## config.mk

```make
export PLATFORM = sky130hd
export DESIGN_NAME = writeback_arbiter_flat
export DESIGN_NICKNAME = d
export VERILOG_FILES = /design/src/rtl/writeback_arbiter_if.sv /design/src/rtl/writeback_arbiter.sv /design/src/flat_wrapper.sv
export SDC_FILE = /design/constraint.sdc
export NUM_CORES = 1
export LEC_CHECK = 0
export ABC_AREA = 1
export CAP_MARGIN = 15
export CELL_PAD_IN_SITES_DETAIL_PLACEMENT = 1
export CELL_PAD_IN_SITES_GLOBAL_PLACEMENT = 2
export CORE_MARGIN = 1.5
export CORE_UTILIZATION = 35
export DETAILED_ROUTE_END_ITERATION = 12
export DONT_BUFFER_PORTS = 1
export PLACE_DENSITY = 0.82
export SKIP_CTS_REPAIR_TIMING = 1
export SYNTH_ARGS = -nofsm -noshare
export SYNTH_HDL_FRONTEND = slang
export SYNTH_SLANG_ARGS = --single-unit
```

## constraint.sdc

```tcl
create_clock -name clk -period 5.3 [get_ports clk]
set_input_delay 0.795 -clock clk [delete_from_list [all_inputs] [get_ports clk]]
set_output_delay 0.795 -clock clk [all_outputs]
set_load 0.005 [all_outputs]
```

## src/rtl/writeback_arbiter_if.sv

```systemverilog
// Writeback port bundle: ALU and load result sources, register-file write
// port, forwarding lookups and buffer occupancy.
interface writeback_arbiter_if #(parameter int N = 32);
   logic         Alu_Write_i;
   logic [4:0]   Alu_Register_i;
   logic [N-1:0] Alu_Data_i;
   logic         Load_Valid_i;
   logic [4:0]   Load_Register_i;
   logic [N-1:0] Load_Data_i;
   logic         Load_Ready_o;
   logic         Reg_Write_o;
   logic [4:0]   Write_Register_o;
   logic [N-1:0] Write_Data_o;
   logic [4:0]   Fwd_Register_1_i;
   logic [4:0]   Fwd_Register_2_i;
   logic         Fwd_Hit_1_o;
   logic         Fwd_Hit_2_o;
   logic [N-1:0] Fwd_Data_1_o;
   logic [N-1:0] Fwd_Data_2_o;
   logic [1:0]   Pending_o;

   modport slave (
      input  Alu_Write_i, Alu_Register_i, Alu_Data_i,
      input  Load_Valid_i, Load_Register_i, Load_Data_i,
      output Load_Ready_o,
      output Reg_Write_o, Write_Register_o, Write_Data_o,
      input  Fwd_Register_1_i, Fwd_Register_2_i,
      output Fwd_Hit_1_o, Fwd_Hit_2_o, Fwd_Data_1_o, Fwd_Data_2_o,
      output Pending_o
   );

   modport master (
      output Alu_Write_i, Alu_Register_i, Alu_Data_i,
      output Load_Valid_i, Load_Register_i, Load_Data_i,
      input  Load_Ready_o,
      input  Reg_Write_o, Write_Register_o, Write_Data_o,
      output Fwd_Register_1_i, Fwd_Register_2_i,
      input  Fwd_Hit_1_o, Fwd_Hit_2_o, Fwd_Data_1_o, Fwd_Data_2_o,
      input  Pending_o
   );
endinterface

```

## src/rtl/writeback_arbiter.sv

```systemverilog
// Merges single-cycle ALU results and handshaked load results onto one
// register-file write port, with a 2-entry load buffer and forwarding lookup.
module writeback_arbiter #(parameter int N = 32) (
   input logic             clk,
   input logic             reset,
   writeback_arbiter_if.slave wb
);

   logic [1:0]   count;
   logic [4:0]   buf_reg  [2];
   logic [N-1:0] buf_data [2];
   logic         rst_q;
   logic         out_valid;
   logic [4:0]   out_reg;
   logic [N-1:0] out_data;

   logic         ready, alu_live, accept, load_live;
   logic         have0, have1, kill0, kill1, pop, direct, push, keep0, keep1;
   logic         nxt_valid;
   logic [4:0]   nxt_reg, nxt_reg0, nxt_reg1;
   logic [N-1:0] nxt_data, nxt_data0, nxt_data1;
   logic [1:0]   nxt_count;

   logic [4:0]   fwd_addr [2];
   logic         fwd_hit  [2];
   logic [N-1:0] fwd_data [2];

   // rst_q holds ready low for the cycle following a reset edge
   assign ready = ~rst_q & (count != 2'd2);

   always_comb begin
      alu_live  = wb.Alu_Write_i & (wb.Alu_Register_i != '0);
      accept    = wb.Load_Valid_i & ready;
      // A same-cycle ALU write to the same register is younger, so the load dies
      load_live = accept & (wb.Load_Register_i != '0) &
                  ~(alu_live & (wb.Load_Register_i == wb.Alu_Register_i));
      have0     = (count != 2'd0);
      have1     = (count == 2'd2);
      kill0     = alu_live & (buf_reg[0] == wb.Alu_Register_i);
      kill1     = alu_live & (buf_reg[1] == wb.Alu_Register_i);
      pop       = ~alu_live & have0;
      direct    = ~alu_live & ~have0 & load_live;
      push      = load_live & ~direct;
      keep0     = have0 & ~kill0 & ~pop;
      keep1     = have1 & ~kill1;

      nxt_valid = alu_live | pop | direct;
      nxt_reg   = '0;
      nxt_data  = '0;
      if (alu_live) begin
         nxt_reg  = wb.Alu_Register_i;
         nxt_data = wb.Alu_Data_i;
      end else if (pop) begin
         nxt_reg  = buf_reg[0];
         nxt_data = buf_data[0];
      end else if (direct) begin
         nxt_reg  = wb.Load_Register_i;
         nxt_data = wb.Load_Data_i;
      end

      // Compact survivors toward the head, then append the new load
      if (keep0) begin
         nxt_reg0  = buf_reg[0];
         nxt_data0 = buf_data[0];
      end else if (keep1) begin
         nxt_reg0  = buf_reg[1];
         nxt_data0 = buf_data[1];
      end else begin
         nxt_reg0  = wb.Load_Register_i;
         nxt_data0 = wb.Load_Data_i;
      end
      if (keep0 & keep1) begin
         nxt_reg1  = buf_reg[1];
         nxt_data1 = buf_data[1];
      end else begin
         nxt_reg1  = wb.Load_Register_i;
         nxt_data1 = wb.Load_Data_i;
      end
      nxt_count = {1'b0, keep0} + {1'b0, keep1} + {1'b0, push};
   end

   always_ff @(posedge clk) begin
      if (reset) begin
         rst_q       <= 1'b1;
         count       <= '0;
         out_valid   <= 1'b0;
         out_reg     <= '0;
         out_data    <= '0;
         buf_reg[0]  <= '0;
         buf_reg[1]  <= '0;
         buf_data[0] <= '0;
         buf_data[1] <= '0;
      end else begin
         rst_q       <= 1'b0;
         count       <= nxt_count;
         out_valid   <= nxt_valid;
         out_reg     <= nxt_reg;
         out_data    <= nxt_data;
         buf_reg[0]  <= nxt_reg0;
         buf_reg[1]  <= nxt_reg1;
         buf_data[0] <= nxt_data0;
         buf_data[1] <= nxt_data1;
      end
   end

   assign fwd_addr[0] = wb.Fwd_Register_1_i;
   assign fwd_addr[1] = wb.Fwd_Register_2_i;

   // Tail entry is the youngest buffered load when two are held
   always_comb begin
      for (int unsigned k = 0; k < 2; k++) begin
         fwd_hit[k]  = 1'b0;
         fwd_data[k] = '0;
         if (fwd_addr[k] != '0) begin
            if ((count == 2'd2) && (buf_reg[1] == fwd_addr[k])) begin
               fwd_hit[k]  = 1'b1;
               fwd_data[k] = buf_data[1];
            end else if ((count != 2'd0) && (buf_reg[0] == fwd_addr[k])) begin
               fwd_hit[k]  = 1'b1;
               fwd_data[k] = buf_data[0];
            end else if (out_valid && (out_reg == fwd_addr[k])) begin
               fwd_hit[k]  = 1'b1;
               fwd_data[k] = out_data;
            end
         end
      end
   end

   assign wb.Load_Ready_o     = ready;
   assign wb.Reg_Write_o      = out_valid;
   assign wb.Write_Register_o = out_reg;
   assign wb.Write_Data_o     = out_data;
   assign wb.Fwd_Hit_1_o      = fwd_hit[0];
   assign wb.Fwd_Hit_2_o      = fwd_hit[1];
   assign wb.Fwd_Data_1_o     = fwd_data[0];
   assign wb.Fwd_Data_2_o     = fwd_data[1];
   assign wb.Pending_o        = count;

endmodule

```

## src/flat_wrapper.sv

```systemverilog
// flat-port wrapper written by rule: the top's interface ports become plain ports
module writeback_arbiter_flat 
#(parameter int N = 32)
  (clk, reset, wb_Alu_Write_i, wb_Alu_Register_i, wb_Alu_Data_i, wb_Load_Valid_i, wb_Load_Register_i, wb_Load_Data_i, wb_Load_Ready_o, wb_Reg_Write_o, wb_Write_Register_o, wb_Write_Data_o, wb_Fwd_Register_1_i, wb_Fwd_Register_2_i, wb_Fwd_Hit_1_o, wb_Fwd_Hit_2_o, wb_Fwd_Data_1_o, wb_Fwd_Data_2_o, wb_Pending_o);
  writeback_arbiter_if #(.N(N)) wb_i ();
  input logic clk;
  input logic reset;
  input wire logic [$bits(wb_i.Alu_Write_i)-1:0] wb_Alu_Write_i;
  input wire logic [$bits(wb_i.Alu_Register_i)-1:0] wb_Alu_Register_i;
  input wire logic [$bits(wb_i.Alu_Data_i)-1:0] wb_Alu_Data_i;
  input wire logic [$bits(wb_i.Load_Valid_i)-1:0] wb_Load_Valid_i;
  input wire logic [$bits(wb_i.Load_Register_i)-1:0] wb_Load_Register_i;
  input wire logic [$bits(wb_i.Load_Data_i)-1:0] wb_Load_Data_i;
  output wire logic [$bits(wb_i.Load_Ready_o)-1:0] wb_Load_Ready_o;
  output wire logic [$bits(wb_i.Reg_Write_o)-1:0] wb_Reg_Write_o;
  output wire logic [$bits(wb_i.Write_Register_o)-1:0] wb_Write_Register_o;
  output wire logic [$bits(wb_i.Write_Data_o)-1:0] wb_Write_Data_o;
  input wire logic [$bits(wb_i.Fwd_Register_1_i)-1:0] wb_Fwd_Register_1_i;
  input wire logic [$bits(wb_i.Fwd_Register_2_i)-1:0] wb_Fwd_Register_2_i;
  output wire logic [$bits(wb_i.Fwd_Hit_1_o)-1:0] wb_Fwd_Hit_1_o;
  output wire logic [$bits(wb_i.Fwd_Hit_2_o)-1:0] wb_Fwd_Hit_2_o;
  output wire logic [$bits(wb_i.Fwd_Data_1_o)-1:0] wb_Fwd_Data_1_o;
  output wire logic [$bits(wb_i.Fwd_Data_2_o)-1:0] wb_Fwd_Data_2_o;
  output wire logic [$bits(wb_i.Pending_o)-1:0] wb_Pending_o;
  assign wb_i.Alu_Write_i = wb_Alu_Write_i;
  assign wb_i.Alu_Register_i = wb_Alu_Register_i;
  assign wb_i.Alu_Data_i = wb_Alu_Data_i;
  assign wb_i.Load_Valid_i = wb_Load_Valid_i;
  assign wb_i.Load_Register_i = wb_Load_Register_i;
  assign wb_i.Load_Data_i = wb_Load_Data_i;
  assign wb_Load_Ready_o = wb_i.Load_Ready_o;
  assign wb_Reg_Write_o = wb_i.Reg_Write_o;
  assign wb_Write_Register_o = wb_i.Write_Register_o;
  assign wb_Write_Data_o = wb_i.Write_Data_o;
  assign wb_i.Fwd_Register_1_i = wb_Fwd_Register_1_i;
  assign wb_i.Fwd_Register_2_i = wb_Fwd_Register_2_i;
  assign wb_Fwd_Hit_1_o = wb_i.Fwd_Hit_1_o;
  assign wb_Fwd_Hit_2_o = wb_i.Fwd_Hit_2_o;
  assign wb_Fwd_Data_1_o = wb_i.Fwd_Data_1_o;
  assign wb_Fwd_Data_2_o = wb_i.Fwd_Data_2_o;
  assign wb_Pending_o = wb_i.Pending_o;
  writeback_arbiter #(.N(N)) u_core (.clk(clk), .reset(reset), .wb(wb_i));
endmodule
```

==> results.md <==
- Final Power: 2.520 mW
- RSZ-0062 raised after global routing: no
- Chip Width: 157.6 um
- DRT antenna net count: 0
- Slew HR: 29.84%
- Via count: around 9000
- Final Max Slew Viols: 0
- Drc violations: 0
- Max Cap Viol: 0
- Top-count cell post-synth: nand2_1
- Fin crit share: roughly three quarters
- Total Nets Final: approximately 1400
- CTS tree: done
- Crit Path Class: reg2out
- Worst Skew: about 7.9 ps
- Hold WC Path Type: in2reg
- Asr flop ratio synth: 0%
- Cell taking the most area after synthesis: dfxtp_1
- Vias per cell: 5.349
- Routed wire length: around 34 mm
- H-Tree Depth: 4
- Synthesized flop and latch total: roughly 120
- P_leak: about 4.2 nW
- Post-route cell area: 0.009012 mm2
- Net Count, Synth: 1508
- Root buffer selected by CTS: clkbuf_16
- Power Dens Cells: 279.7 mW/mm2
- Clock sink count: between 100 and 150
- First-pass iteration count of the detailed router: 5
- Synth top cells by count: nand2_1 (266), nor2_1 (238), inv_1 (171)
- Cell area after synthesis: approximately 0.0084 mm2
- Yosys cell types: 33
- Clock transition at path regs: 60 ps
- Max Fclk: 245.7 MHz
- Crit path top cell by count: nor2_1
- Primary FF master, synth: dfxtp_1
- Final min period: between 4000 and 5000 ps
- Arrival time at the worst endpoint: around 3300 ps
- DR iter-0 viols: between 400 and 500
- Antenna violations before repair: 1
- Synth Area per Inst: around 5.9 um2
- CORE AREA: around 0.023 mm2
- Post-synthesis sequential area ratio: 27.50%
- Number of global-route vias before repair: around 9000
- NetSw: just under 0.7 mW
- Chip height: between 150 and 200 um
- Yosys warnings: 0
- Area of placed instances: approximately 0.0084 mm2
- Max reg flops: 64
- Hold WS: roughly 410 ps
- Clk_lat worst skew: 420 ps
- Clock buffer depth: 2
- Endpoint type of the worst setup path: output pin
- Area Growth Syn to Fin: 7.668%
- DP Wirelength: between 20 and 25 mm
- Status: finished, final reports clean
- Largest net degree at the start of global routing: 76
- Number of synthesized flops with an enable pin: 0
- IO buf count: 0
- First-pass GRT wire length: a little over 50 mm
- Peak supply drop: roughly 170 uV
- Internal power: between 1.5 and 2 mW
- Layout cell share with drive strength beyond 1: under 10%
- Crit-path slowest cell: dfxtp_1
- Number of core rows: between 50 and 60
- Fin Setup TNS: 0 ps
- Area share of the leading cell type in the synthesized netlist: 27.50%
- GRT overflow: 0
- Drt wl/cell: a little over 20 um
- Largest stage delay on the critical path: approximately 470 ps
- Seq pwr share: between 30% and 40%
- Least-Margin Pin Slew: 1050 ps
- CTS Buf Count: 17
- CP cell instances: inv_1 -> nand2_1 -> o21ai_0 -> nor2_1 -> nand3_2 -> buf_4 -> inv_1 -> buf_4 -> nor2_1 -> nor2_1
- Ports: 195
- Combinational Power Share: 12.0%
- Initial core utilization: a little over a third
- Clock power share: approximately 50%
- Startpoint types: flip-flop
- Top cells by area, synth: dfxtp_1 (28%), nand2_1 (12%), nor2_1 (11%)
- Switching fraction of total power: about 27%
- Total global-route track usage: ~28%
- Fin. Hold Viols: 0
- Die ar.: between 0.02 and 0.025 mm2
- GPL Wtd Cong: 0.8756
- Setup Viol. Count Final: 0
- Synth Instances: approximately 1400
- CP max FO: 22
- Data required time of the worst path: about 4500 ps
==> worst paths after layout <==
kind | from | end | slack, ps | cells after the start
setup / recovery | u_core.buf_reg[0][6]$_SDFFE_PP0N_ | wb_Fwd_Data_1_o[1] | 1230 | 10
setup reg to reg | u_core.wb.Pending_o[0]$_SDFF_PP0_ | u_core.wb.Pending_o[0]$_SDFF_PP0_ | 2260 | 8
hold reg to reg | u_core.buf_data[0][47]$_SDFFE_PP0N_ | u_core.buf_data[0][47]$_SDFFE_PP0N_ | 520 | 2
hold / removal | reset | u_core.rst_q$_DFF_P_ | 410 | 0
==> critical path, delay by kind of cell (launching register included) <==
kind | cells | cell delay (ps)
AND/OR/NAND/NOR | 5 | 900
buffers and inverters | 4 | 1390
flip-flops | 1 | 470
AO/OA/AOI/OAI | 1 | 70
==> cells by family after synthesis <==
| family | after synthesis | share of synthesized area [%] |
|---|---|---|
| AO/OA/AOI/OAI | 236 | 15.26 |
| XOR/XNOR | 14 | 1.465 |
| flip-flops | 115 | 27.50 |
| buffers and inverters | 281 | 14.47 |
| adder cells (fa/ha/maj) | 1 | 0.2392 |
| AND/OR/NAND/NOR | 772 | 41.06 |
==> final cells by class <==
class                   count  area (um2)
fillers                  3166       14460
multi-input cells        1023        4908
flip-flops and latches    115        2302
inverters                 179       671.9
clock buffers              20       456.7
well taps                 319       399.1
clock inverters            11       158.9
repair buffers             15       112.6
diodes                      1       2.502
==> per-layer routing <==
metal | up-vias | GRT usage [%] | routed length, um
li1 | 4360 | - | -
met3 | 35 | 5.831 | 2472
met1 | 4344 | 36.10 | 15560
met5 | - | 0 | 0
met2 | 264 | 45.59 | 15320
met4 | 0 | 7.817 | 520
==> stage by stage <==
stage,instances,util [%],setup slack [ps]
after floorplan,1419,-,2741
after global placement,1651,35.76,1438
after detailed placement,1651,35.76,1407
after CTS,1682,38.38,1213
after global routing,1683,38.40,960.8
final,1683,38.40,1230
==> layout by cell type, fill, tap and decap left out, types with 2 or more instances in the layout <==
master,instances
nand2_1,263
nor2_1,237
inv_1,170
nand3_1,139
dfxtp_1,115
o21ai_0,93
a21oi_1,84
nand4_1,46
or2_0,40
o21bai_1,32
or2_2,20
o21ai_1,19
clkbuf_16,17
buf_4,15
inv_2,9
nand3_2,9
xor2_1,8
xnor2_1,6
nor3_1,6
clkinv_2,6
o22ai_1,4
bufinv_16,4
nand2_2,3
nand3_4,2
o21a_1,2
or2_1,2
nor2_4,2
clkbuf_8,2
==> power groups by stage <==
stage                     registers [mW]  logic [mW]  clock network, mW
after floorplan                    0.974       0.240                  0
after global placement             0.998       0.295                  0
after detailed placement           0.999       0.303                  0
after CTS                          0.980       0.305               1.25
after global routing               0.988       0.350               1.29
final                              0.981       0.304               1.24
(Power assumes the default switching activity.)
